**src/rtl/match_scoreboard_if.sv**
```systemverilog
// match_scoreboard_if
//   Groups the round-result inputs and the scoreboard outputs of
//   match_scoreboard into one bundle.
//   Signals:
//     p1_win, p2_win  round-win levels from the winner display
//     round_reset     reset request to the light chain and the winner display
//     hex_p1, hex_p2  active-low gfedcba score digits
//     match_over      high once a player has reached the winning score
//     winner          00 none, 01 player 1, 10 player 2
//   Modports:
//     master  drives the win levels and observes the outputs (bench or upstream)
//     slave   the scoreboard itself
interface match_scoreboard_if;
  logic       p1_win;
  logic       p2_win;
  logic       round_reset;
  logic [6:0] hex_p1;
  logic [6:0] hex_p2;
  logic       match_over;
  logic [1:0] winner;

  modport master (
    output p1_win, p2_win,
    input  round_reset, hex_p1, hex_p2, match_over, winner
  );

  modport slave (
    input  p1_win, p2_win,
    output round_reset, hex_p1, hex_p2, match_over, winner
  );
endinterface

```
**src/rtl/match_scoreboard.sv**
```systemverilog
// match_scoreboard
//   Keeps the match score for the tug-of-war game. Each rising edge of a
//   round-win level scores one point. The round result is then held for
//   HOLD_CYCLES cycles, and a one-cycle round_reset pulse restarts the round.
//   When a player reaches MAX_SCORE the match ends: round_reset stays high
//   and the winner is reported until reset.
//   Ports:
//     clk_i  system clock
//     rst_i  synchronous, active-high; clears the whole match
//     bus    match_scoreboard_if.slave (win levels in, digits and status out)
//
//   state | meaning
//   ------+-------------------------------------------------------
//   PLAY  | waiting for a round-win rise
//   HOLD  | showing the round result for HOLD_CYCLES cycles
//   CLEAR | one-cycle round_reset pulse, then back to PLAY
//   DONE  | match won; round_reset held high until reset
module match_scoreboard #(
  parameter int MAX_SCORE   = 7,
  parameter int HOLD_CYCLES = 50_000_000
) (
  input  logic               clk_i,
  input  logic               rst_i,
  match_scoreboard_if.slave  bus
);

  localparam int         CW        = $clog2(HOLD_CYCLES + 1);
  localparam logic [CW-1:0] HOLD_LAST = CW'(HOLD_CYCLES - 1);
  localparam logic [2:0] MAX_S     = 3'(MAX_SCORE);
  localparam logic [6:0] SEG_ZERO  = 7'b1000000;

  typedef enum logic [1:0] {
    PLAY  = 2'd0,
    HOLD  = 2'd1,
    CLEAR = 2'd2,
    DONE  = 2'd3
  } state_t;

  state_t          state_q, state_d;
  logic [2:0]      score1_q, score1_d;
  logic [2:0]      score2_q, score2_d;
  logic [CW-1:0]   cnt_q, cnt_d;
  logic            prev_p1_q, prev_p2_q;
  logic            rise_p1, rise_p2;
  logic            round_reset_q;
  logic            match_over_q;
  logic [1:0]      winner_q;
  logic [6:0]      hex_p1_q, hex_p2_q;

  function automatic logic [6:0] seg7(input logic [2:0] v);
    logic [6:0] s;
    case (v)
      3'd0:    s = 7'b1000000;
      3'd1:    s = 7'b1111001;
      3'd2:    s = 7'b0100100;
      3'd3:    s = 7'b0110000;
      3'd4:    s = 7'b0011001;
      3'd5:    s = 7'b0010010;
      3'd6:    s = 7'b0000010;
      default: s = 7'b1111000;
    endcase
    return s;
  endfunction

  assign rise_p1 = bus.p1_win & ~prev_p1_q;
  assign rise_p2 = bus.p2_win & ~prev_p2_q;

  always_comb begin
    state_d  = state_q;
    score1_d = score1_q;
    score2_d = score2_q;
    cnt_d    = cnt_q;
    case (state_q)
      PLAY: begin
        if (rise_p1 || rise_p2) begin
          state_d = HOLD;
          cnt_d   = '0;
          // a simultaneous rise is a draw and scores nobody
          if (rise_p1 && !rise_p2 && score1_q != MAX_S)
            score1_d = score1_q + 3'd1;
          if (rise_p2 && !rise_p1 && score2_q != MAX_S)
            score2_d = score2_q + 3'd1;
        end
      end
      HOLD: begin
        if (cnt_q == HOLD_LAST) begin
          if (score1_q == MAX_S || score2_q == MAX_S)
            state_d = DONE;
          else
            state_d = CLEAR;
        end else begin
          cnt_d = cnt_q + 1'b1;
        end
      end
      CLEAR:   state_d = PLAY;
      DONE:    state_d = DONE;
      default: state_d = PLAY;
    endcase
  end

  always_ff @(posedge clk_i) begin
    // the edge detector tracks the inputs through reset so a level held
    // across reset release is not counted as a new win
    prev_p1_q <= bus.p1_win;
    prev_p2_q <= bus.p2_win;
    if (rst_i) begin
      state_q       <= PLAY;
      score1_q      <= '0;
      score2_q      <= '0;
      cnt_q         <= '0;
      round_reset_q <= 1'b0;
      match_over_q  <= 1'b0;
      winner_q      <= 2'b00;
      hex_p1_q      <= SEG_ZERO;
      hex_p2_q      <= SEG_ZERO;
    end else begin
      state_q       <= state_d;
      score1_q      <= score1_d;
      score2_q      <= score2_d;
      cnt_q         <= cnt_d;
      // status outputs follow the state being entered, so the pulse lines up
      // with the CLEAR cycle itself
      round_reset_q <= (state_d == CLEAR) || (state_d == DONE);
      match_over_q  <= (state_d == DONE);
      if (state_d == DONE)
        winner_q <= (score1_q == MAX_S) ? 2'b01 : 2'b10;
      else
        winner_q <= 2'b00;
      hex_p1_q      <= seg7(score1_q);
      hex_p2_q      <= seg7(score2_q);
    end
  end

  assign bus.round_reset = round_reset_q;
  assign bus.match_over  = match_over_q;
  assign bus.winner      = winner_q;
  assign bus.hex_p1      = hex_p1_q;
  assign bus.hex_p2      = hex_p2_q;

endmodule
```
**src/flat_wrapper.sv**
```systemverilog
// flat-port wrapper written by rule: the top's interface ports become plain ports
module match_scoreboard_flat 
#(
  parameter int MAX_SCORE   = 7,
  parameter int HOLD_CYCLES = 50_000_000
)
  (clk_i, rst_i, bus_p1_win, bus_p2_win, bus_round_reset, bus_hex_p1, bus_hex_p2, bus_match_over, bus_winner);
  match_scoreboard_if bus_i ();
  input  logic clk_i;
  input  logic rst_i;
  input wire logic [$bits(bus_i.p1_win)-1:0] bus_p1_win;
  input wire logic [$bits(bus_i.p2_win)-1:0] bus_p2_win;
  output wire logic [$bits(bus_i.round_reset)-1:0] bus_round_reset;
  output wire logic [$bits(bus_i.hex_p1)-1:0] bus_hex_p1;
  output wire logic [$bits(bus_i.hex_p2)-1:0] bus_hex_p2;
  output wire logic [$bits(bus_i.match_over)-1:0] bus_match_over;
  output wire logic [$bits(bus_i.winner)-1:0] bus_winner;
  assign bus_i.p1_win = bus_p1_win;
  assign bus_i.p2_win = bus_p2_win;
  assign bus_round_reset = bus_i.round_reset;
  assign bus_hex_p1 = bus_i.hex_p1;
  assign bus_hex_p2 = bus_i.hex_p2;
  assign bus_match_over = bus_i.match_over;
  assign bus_winner = bus_i.winner;
  match_scoreboard #(.MAX_SCORE(MAX_SCORE), .HOLD_CYCLES(HOLD_CYCLES)) u_core (.clk_i(clk_i), .rst_i(rst_i), .bus(bus_i));
endmodule
```
**config.mk**
```make
export PLATFORM = sky130hd
export DESIGN_NAME = match_scoreboard_flat
export DESIGN_NICKNAME = d
export VERILOG_FILES = /design/src/rtl/match_scoreboard_if.sv /design/src/rtl/match_scoreboard.sv /design/src/flat_wrapper.sv
export SDC_FILE = /design/constraint.sdc
export NUM_CORES = 1
export LEC_CHECK = 0
export BUFFER_PORTS_ARGS = -buffer_cell sky130_fd_sc_hd__buf_2
export CAP_MARGIN = 20
export CORE_ASPECT_RATIO = 0.9
export CORE_UTILIZATION = 40
export CTS_BUF_LIST = sky130_fd_sc_hd__clkbuf_8
export CTS_CLUSTER_SIZE = 40
export DETAILED_ROUTE_END_ITERATION = 6
export PLACE_DENSITY = 0.55
export SLEW_MARGIN = 20
export SYNTH_ARGS = -nofsm -noshare
export SYNTH_HDL_FRONTEND = slang
export SYNTH_SLANG_ARGS = --single-unit
export TNS_END_PERCENT = 5
```
**constraint.sdc**
```tcl
create_clock -name clk_i -period 2.36 [get_ports clk_i]
set_input_delay 0.472 -clock clk_i [delete_from_list [all_inputs] [get_ports clk_i]]
set_output_delay 0.472 -clock clk_i [all_outputs]
set_load 0.02 [all_outputs]
```
==> results of run 1 <==
-- kinds of logic after synthesis --
kind of cell | Yosys count
AO/OA/AOI/OAI | 46
XOR/XNOR | 16
adder cells (fa/ha/maj) | 13
buffers and inverters | 24
flip-flops | 54
multiplexers | 4
AND/OR/NAND/NOR | 124
-- cell type report --
cell class / instances / area [µm²]
clock buffer: 5 / 68.82
clock inverter: 3 / 41.29
fill: 613 / 3306
inverter: 11 / 41.29
multi-input combinational: 203 / 1340
sequential: 54 / 1081
tap: 87 / 108.9
timing repair buffer: 24 / 127.6
-- flip-flops by register name, indices dropped and copies added, names as in the netlist --
register                count
u_core.cnt_q               26
u_core.bus.hex_p1           7
u_core.bus.hex_p2           7
u_core.score1_q             3
u_core.score2_q             3
u_core.bus.winner           2
u_core.state_q              2
u_core.bus.match_over       1
u_core.bus.round_reset      1
u_core.prev_p1_q            1
u_core.prev_p2_q            1
-- cell usage in the layout (no fill, tap or decap), drive strengths merged, types with 9 or more instances in the layout --
cell,netlist,layout
a21oi,24,24
buf,9,24
dfxtp,54,54
ha,13,13
inv,11,12
nand2,21,21
nand4,10,10
nor2,30,30
nor3,11,11
nor4,9,9
o21ai,12,12
or3,9,9
xnor2,16,16
-- routing by layer --
layer | vias to the layer above | GRT usage
met2 | 18 | 0.2302
met3 | 2 | 0.03191
met5 | - | 0
met4 | 0 | 0.05000
li1 | 1013 | -
met1 | 871 | 0.2260
-- worst paths after layout --
kind | endpoint | cells after the start
max | u_core.cnt_q[21] | 5
min | u_core.prev_p2_q | 1
max reg2reg | u_core.cnt_q[21] | 5
min reg2reg | u_core.state_q[1] | 2
-- worst max-delay path, cell delays in order, from the launching register on --
cell	delay (ns)
dfxtp_1	0.43
nand4_1	0.12
a311o_1	0.61
nor4_1	0.45
xnor2_1	0.16
nor2_1	0.05
-- per-stage QoR --
stage / hold slack [ns] / worst slack (ns) / total power [W] / instance area, µm² / utilization
global placement: 0.4842 / 0.3189 / 0.001103 / 2699 / 0.4414
detailed placement: 0.4953 / 0.2757 / 0.001104 / 2699 / 0.4414
floorplan: 0.4666 / 0.6271 / 0.001067 / 2545 / -
global route: 0.2802 / 0.2016 / 0.001756 / 2809 / 0.4594
CTS: 0.2835 / 0.4067 / 0.001707 / 2809 / 0.4594
finish: 0.2931 / 0.4088 / 0.001683 / 2809 / 0.4594
-- power breakdown --
part	internal (W)	switching, W
clock	0.000312	0.000289
combinational	0.0000482	0.0000864
sequential	0.000933	0.0000132
total	0.00129	0.000389
==> out/results.ini, run 1 <==
[status]
status = completed

[drt]
drc = 0
vias = 1904
drtIter0Drc = 94
route.met2.wl_mm = 1.844
routedLengthMet1_mm = 2.672
dr.max_layer_used = met4
ant_nets = 0
wire_per_inst_um = 11.98
wl_mm = 4.637
vias_per_cell = 4.920
met3RoutedLength_um = 89
drtPass1Iterations = 4

[yosys]
yosysTopAreaCell = dfxtp_1
synthSimpleGateAreaFrac = 0.2837
synth_ff_type = dfxtp_1
avgSynthCellArea_um2 = 9.057
synth_cells = 281
ys_top_cells_by_count = dfxtp_1 (54), nor2_1 (27), a21oi_1 (23), nand2_1 (21), xnor2_1 (16)
synth_area_leaders = dfxtp_1 (42%), ha_1 (6.4%), xnor2_1 (5.5%), a21oi_1 (4.5%), nor2_1 (4.0%)
synth_mux_area_frac = 0.01573
synth_seq_area_share = 0.4248
netlist.area_leader.share = 0.4248
ys_ff_latch = 54
ys_types = 49
synth-compound-area-share = 0.1082
synthesis.nets = 298
async_flop_share = 0
synth.most_common_cell = dfxtp_1
synth_edf_count = 0
synthesis.area_um2 = 2545
yosys_warnings = 0
synth_xor_area_frac = 0.05506
synth_adder_area_share = 0.06391
synth_top_family_by_area = simple AND/OR/NAND/NOR gates

[setup_path]
r2r_slack_ns = 0.41
cp-end-kind = flip-flop
critPathLaunchType = flip-flop
required_ns = 2.55
critPathKind = reg -> reg
r2r-start = u_core.cnt_q[7]
critical_path_arrival_ns = 2.14
critical_path.max_fanout = 18
critical_path.startpoint = u_core.cnt_q[7]

[sta]
clock_skew_ns = 0.009457
rsz0062_at_grt = false
hold_viol_final = 0
maxSlewHeadroom = 0.4450
period_needed_ns = 1.951
finalCritPeriodShare = 0.8268
worstMarginPinSlew_ns = 0.8324
slew_violations = 0
fin_tns_setup_ns = 0
setup_viol = 0
fmax_ghz = 0.5125

[clock_tree]
cts_resized = 0
hold_buffers = 0
cts_tree = yes
numCtsBuffers = 5
cts.path.max_buffers = 2
clk-insertion-delay-late_ns = 0.30
root_buffer = clkbuf_8
post-cts-setup-buffers = 0
path_clk_slew_ns = 0.10
clock-sinks = 54
cts_max_level = 2

[floorplan]
core_area_um2 = 6115
fp.dieW_um = 86.08
die_area_um2 = 6686
initial_utilization = 0.4162
row_count = 27
die_h_um = 77.67
io_pins = 22

[pwr]
vdd_drop_max_mv = 0.2483
leakage_nw = 0.9856
power_density_nw_per_um2 = 599.1

[finish]
final_cells = 387
area_growth_pct = 10.37
drive_above_1_share = 0.1667
fin_nets = 316
diodes = 0

[place]
port_buffers = 21
gp_congestion = 0.8061
dp_cells = 379
dp_hpwl_mm = 3.350

[hold_path]
hp-class = in -> reg
hold_path_startpoint = bus_p2_win

[global_routing]
grt_pass1_vias = 1802
grt_first_pass_wirelength_mm = 8.376
grt_usage = 0.1560
grt_overflow = 0
antenna_found_initial = 0
grt_max_degree = 23

[flow_run]
cap_violations = 0

No activity file was read; power rests on OpenSTA's default activity.
==> run 2, diff against run 1 <==
==> constraint.sdc (replaced) <==
create_clock -name clk_i -period 1.9 [get_ports clk_i]
set_input_delay 0.38 -clock clk_i [delete_from_list [all_inputs] [get_ports clk_i]]
set_output_delay 0.38 -clock clk_i [all_outputs]
set_load 0.02 [all_outputs]
==> run 2 against run 1 <==
  * Wire length rose by 5.7%
  * Cell count rose by 5.2%
  * Core utilization rose by 3.4 points
  * Critical path depth did not move
  * Sequential share of layout area fell by 2.6 points
  * Clock power rose by 54%
  * Worst setup slack got worse by 0.28 ns
  * Hold slack got worse by 0.089 ns
  * Via count rose by 2.6%
  * Global-route usage rose by 0.69 points
  * Sequential cell count did not move
  * Largest cell class unchanged
==> out/results.ini, run 2 (synthesized netlist as in run 1, its figures left out) <==
[pwr]
leakage_nw = 1.113
internal-power_w = 0.001794
clockPowerShare = 0.406
p_sw_w = 0.0004916
sw_frac_of_total = 0.2151
vdd_drop_max_mv = 0.3627
power_density_nw_per_um2 = 757.5
fin_total_pwr_w = 0.002285
pwr-share-comb = 0.081
seq_power_share = 0.514

[setup_path]
crit_path_top_delay_cell = or4_1
path_common_cell = ha_1
critical_path.top_delay_family = simple AND/OR/NAND/NOR gates
critical_path_arrival_ns = 1.97
crit_chain = ha_1 > ha_1 > or4_1 > mux2i_1 > nor2_1
critPathKind = reg -> reg
critPathLaunchType = flip-flop
critical_path.max_fanout = 4
path_buf_inv = 0
slowest_delay_ns = 0.62
required_ns = 2.09
cp-end-kind = flip-flop

[place]
dp_slack_ns = 0.1137
place_area_um2 = 2874
gp_congestion = 0.7869
dp_hpwl_mm = 3.587
port_buffers = 21

[clock_tree]
root_buffer = clkbuf_8
clk-insertion-delay-late_ns = 0.30
path_clk_slew_ns = 0.09
clock-sinks = 54
post-cts-setup-buffers = 0
cts_tree = yes
numCtsBuffers = 5
cts_resized = 0
cts.path.max_buffers = 2
cts_max_level = 2
hold_buffers = 0

[floorplan]
core_area_um2 = 6115
die_h_um = 77.67
initial_utilization = 0.4162
io_pins = 22
row_count = 27
die_area_um2 = 6686
fp.dieW_um = 86.08

[sta]
final.setup.worst_slack_ns = 0.1252
period_needed_ns = 1.775
hold_viol_final = 0
maxSlewHeadroom = 0.6695
fin_tns_setup_ns = 0
clock_skew_ns = 0.005163
fmax_ghz = 0.5634
slew_violations = 0
hold-worst-slack_ns = 0.2041
setup_viol = 0
rsz0062_at_grt = false
worstMarginPinSlew_ns = 0.4912
finalCritPeriodShare = 0.9341

[finish]
design_area_um2 = 3017
n_fill_cell = 590
multiInputGateArea_um2 = 1340
final_common_cell = dfxtp_1
area_growth_pct = 18.53
drive_above_1_share = 0.2219
fin_nets = 336
final_cell_mix = dfxtp_1 (54), nor2_1 (27), a21oi_1 (23)
register_area_um2 = 1081
diodes = 0
largest_register = u_core.cnt_q
largest_reg_flops = 26

[global_routing]
grt_pass1_vias = 1791
antenna_found_initial = 0
grt_first_pass_wirelength_mm = 8.756
grt_usage = 0.1629
grt_overflow = 0
grt_max_degree = 29

[status]
status = completed

[drt]
ant_nets = 0
met3RoutedLength_um = 139
wire_per_inst_um = 12.05
vias = 1953
routedLengthMet1_mm = 2.834
wl_mm = 4.903
drtIter0Drc = 120
vias_per_cell = 4.799
dr.max_layer_used = met4
drc = 0
route.met2.wl_mm = 1.893
drtPass1Iterations = 4

[hold_path]
hp-class = in -> reg

[flow_run]
cap_violations = 0

-- run 2: cell count changes in the layout (fill, tap and decap cells not counted) --
cell        before  now
inv_1           12   11
clkinvlp_4       1    0
buf_12           0    2
bufinv_16        1    2
clkbuf_8         5    6
buf_4            3   21
-- run 2: cell type report --
type                       instances  share of cell area
multi-input combinational        203              0.4442
sequential                        54              0.3584
timing repair buffer              44              0.1004
tap                               87             0.03608
clock buffer                       6             0.02737
clock inverter                     2             0.01991
inverter                          11             0.01369
-- run 2: worst paths after layout --
kind                            slack [ns]  cells after the start                     end                from
worst min-delay path                  0.20                      1        u_core.prev_p2_q          bus_p2_win
worst min register to register        0.50                      2  u_core.bus.round_reset   u_core.state_q[0]
worst max-delay path                  0.13                      5      u_core.score2_q[1]  u_core.score2_q[0]
worst max register to register        0.13                      5      u_core.score2_q[1]  u_core.score2_q[0]
-- run 2: layer usage --
| metal | vias to the layer above | global-route usage |
|---|---|---|
| met2 | 23 | 0.2103 |
| met1 | 865 | 0.2619 |
| met4 | 0 | 0.05000 |
| met3 | 4 | 0.03298 |
| met5 | - | 0 |
| li1 | 1061 | - |
-- run 2: per-stage QoR --
stage / instances / util
2_1_floorplan: 281 / -
3_3_place_gp: 399 / 0.4700
3_5_place_dp: 399 / 0.4700
4_1_cts: 407 / 0.4934
5_1_grt: 407 / 0.4934
6_report: 407 / 0.4934
-- run 2: power groups by stage --
stage               clock network, W  logic, W  registers (W)
floorplan                          0  0.000105        0.00122
global placement                   0  0.000186        0.00120
detailed placement                 0  0.000187        0.00120
CTS                         0.000955  0.000187        0.00117
global route                0.000992  0.000208        0.00118
finish                      0.000927  0.000185        0.00117
-- run 2: worst reg2reg max path, cell delays in order (launching register included) --
cell and delay [ns]:
dfxtp_1 0.35, ha_1 0.25, ha_1 0.20, or4_1 0.63, mux2i_1 0.19, nor2_1 0.05
==> run 3, diff against run 2 <==
--- a/config.mk
+++ b/config.mk
@@ -10,7 +10,6 @@
 export CORE_ASPECT_RATIO = 0.9
 export CORE_UTILIZATION = 40
 export CTS_BUF_LIST = sky130_fd_sc_hd__clkbuf_8
-export CTS_CLUSTER_SIZE = 40
 export DETAILED_ROUTE_END_ITERATION = 6
 export PLACE_DENSITY = 0.55
 export SLEW_MARGIN = 20
==> constraint.sdc (replaced) <==
create_clock -name clk_i -period 1.9 [get_ports clk_i]
set_input_delay 0.19 -clock clk_i [delete_from_list [all_inputs] [get_ports clk_i]]
set_output_delay 0.19 -clock clk_i [all_outputs]
set_load 0.02 [all_outputs]
==> run 3 against run 2 <==
  * Cell count grew 0.25%
  * Core utilization shrank 0.94 points
  * Clock power shrank 28%
  * Worst setup slack gained 0.0049 ns
  * Via count grew 2.6%
  * Clock skew is essentially flat
  * Sequential power is essentially flat
  * Non-clock buffer count grew 1
  * Fmax grew 0.28%
  * Final area shrank 1.9%
  * Combinational power is essentially flat
  * Hold slack lost 0.20 ns
  * Critical endpoint is now u_core.cnt_q[16]
==> out/results.ini, run 3 (synthesized netlist as in run 1, its figures left out) <==
[global_routing]
grt_max_degree = 29
antenna_found_initial = 0
grt_overflow = 0
grt_usage = 0.1671
grt_first_pass_wirelength_mm = 9.004
grt_pass1_vias = 1870

[sta]
final.setup.worst_slack_ns = 0.1301
rsz0062_at_grt = false
slew_violations = 0
finalCritPeriodShare = 0.9315
fin_tns_setup_ns = 0
hold_viol_final = 0
worstMarginPinSlew_ns = 0.4547
fmax_ghz = 0.5650
hold-worst-slack_ns = 0.008447
clock_skew_ns = 0.005086
setup_viol = 0
maxSlewHeadroom = 0.6941
period_needed_ns = 1.770

[place]
dp_hpwl_mm = 3.634
place_area_um2 = 2856
dp_slack_ns = 0.08031
gp_congestion = 0.7831
dp_cells = 400
port_buffers = 21

[clock_tree]
clk-insertion-delay-late_ns = 0.30
clock-sinks = 54
root_buffer = clkbuf_8
cts.path.max_buffers = 2
path_clk_slew_ns = 0.10
hold_buffers = 0
numCtsBuffers = 5
cts_tree = yes
cts_max_level = 2
post-cts-setup-buffers = 0

[pwr]
leakage_nw = 1.082
internal-power_w = 0.001523
vdd_drop_max_mv = 0.4154
pwr-share-comb = 0.090
power_density_nw_per_um2 = 683.6
seq_power_share = 0.580
clockPowerShare = 0.330
sw_frac_of_total = 0.2473
p_sw_w = 0.0005003

[floorplan]
row_count = 27
core_area_um2 = 6115
fp.dieW_um = 86.08
io_pins = 22
die_area_um2 = 6686
initial_utilization = 0.4162
die_h_um = 77.67

[status]
status = completed

[drt]
drtPass1Iterations = 4
drtIter0Drc = 128
ant_nets = 0
drc = 0
vias_per_cell = 4.912
wire_per_inst_um = 12.19
vias = 2004
wl_mm = 4.972

[hold_path]
hp-class = in -> reg
hold_path_startpoint = bus_p2_win

[setup_path]
critical_path.top_delay_family = compound AO/OA/AOI/OAI gates
path_buf_inv = 1
required_ns = 2.09
critPathLaunchType = flip-flop
crit_chain = nand4_1 > a311o_2 > buf_4 > nor3_1 > xnor2_1 > nor2_1
critical_path.max_fanout = 12
critical_path.startpoint = u_core.cnt_q[8]
r2r-start = u_core.cnt_q[8]
critPathKind = reg -> reg
critical_path_arrival_ns = 1.96
slowest_delay_ns = 0.48
cp-end-kind = flip-flop
crit_path_top_delay_cell = a311o_2

[finish]
final_common_cell = dfxtp_1
final_cell_mix = dfxtp_1 (54), nor2_1 (27), buf_4 (24), a21oi_1 (23)
largest_register = u_core.cnt_q
design_area_um2 = 2959
area_growth_pct = 16.27
diodes = 0
drive_above_1_share = 0.2368
fin_nets = 337
final_cells = 408
largest_reg_flops = 26

[flow_run]
cap_violations = 0

[run 3: cell types whose count changed in the layout (fill, tap and decap cells not counted), sizes merged]
cell / change
bufinv: -2
clkinvlp: +1
buf: +1
clkinv: +1
[run 3: power groups by stage]
stage               registers (W)  clock network, W  logic [W]
floorplan                 0.00122                 0   0.000105
global placement          0.00120                 0   0.000181
detailed placement        0.00120                 0   0.000182
CTS                       0.00117          0.000688   0.000182
global route              0.00118          0.000727   0.000206
finish                    0.00117          0.000667   0.000182
[run 3: cell type report]
| type | count | area [µm²] |
|---|---|---|
| multi-input combinational | 203 | 1348 |
| clock buffer | 6 | 82.58 |
| clock inverter | 2 | 12.51 |
| timing repair buffer | 45 | 285.3 |
| sequential | 54 | 1081 |
| inverter | 11 | 41.29 |
| tap | 87 | 108.9 |
| fill | 609 | 3156 |
[run 3: timing repair]
item,in CTS,in global routing
hold endpoints to repair,0,0
gates resized for setup,0,4
endpoints found under the setup margin,0,9
[run 3: final timing paths]
kind | slack (ns) | cells past startpoint | endpoint
hold / removal | 0.008 | 1 | u_core.prev_p2_q
hold reg to reg | 0.52 | 2 | u_core.cnt_q[4]
setup / recovery | 0.13 | 6 | u_core.cnt_q[16]
setup reg to reg | 0.13 | 6 | u_core.cnt_q[16]
[run 3: stage by stage]
step	power, W	utilization
floorplan	0.001326	-
global placement	0.001381	0.4672
detailed placement	0.001382	0.4672
CTS	0.002044	0.4827
global route	0.002111	0.4839
finish	0.002023	0.4839
[run 3: metal layers]
layer / share of wire / track usage / routed length (µm) / vias to the layer above
met5: 0 / 0 / 0 / -
met1: 0.55 / 0.2540 / 2727 / 916
li1: - / - / - / 1060
met4: 0.0068 / 0.04000 / 34 / 0
met3: 0.033 / 0.03191 / 164 / 2
met2: 0.41 / 0.2405 / 2045 / 26
[run 3: worst reg2reg max path, delay by kind of cell, from the launching register on]
family	cells	cell delay [ns]
and+or+nand+nor	3	0.43
AOI/OAI and AO/OA	1	0.48
buffers and inverters	1	0.19
xor gates and xnor gates	1	0.15
DFF	1	0.42
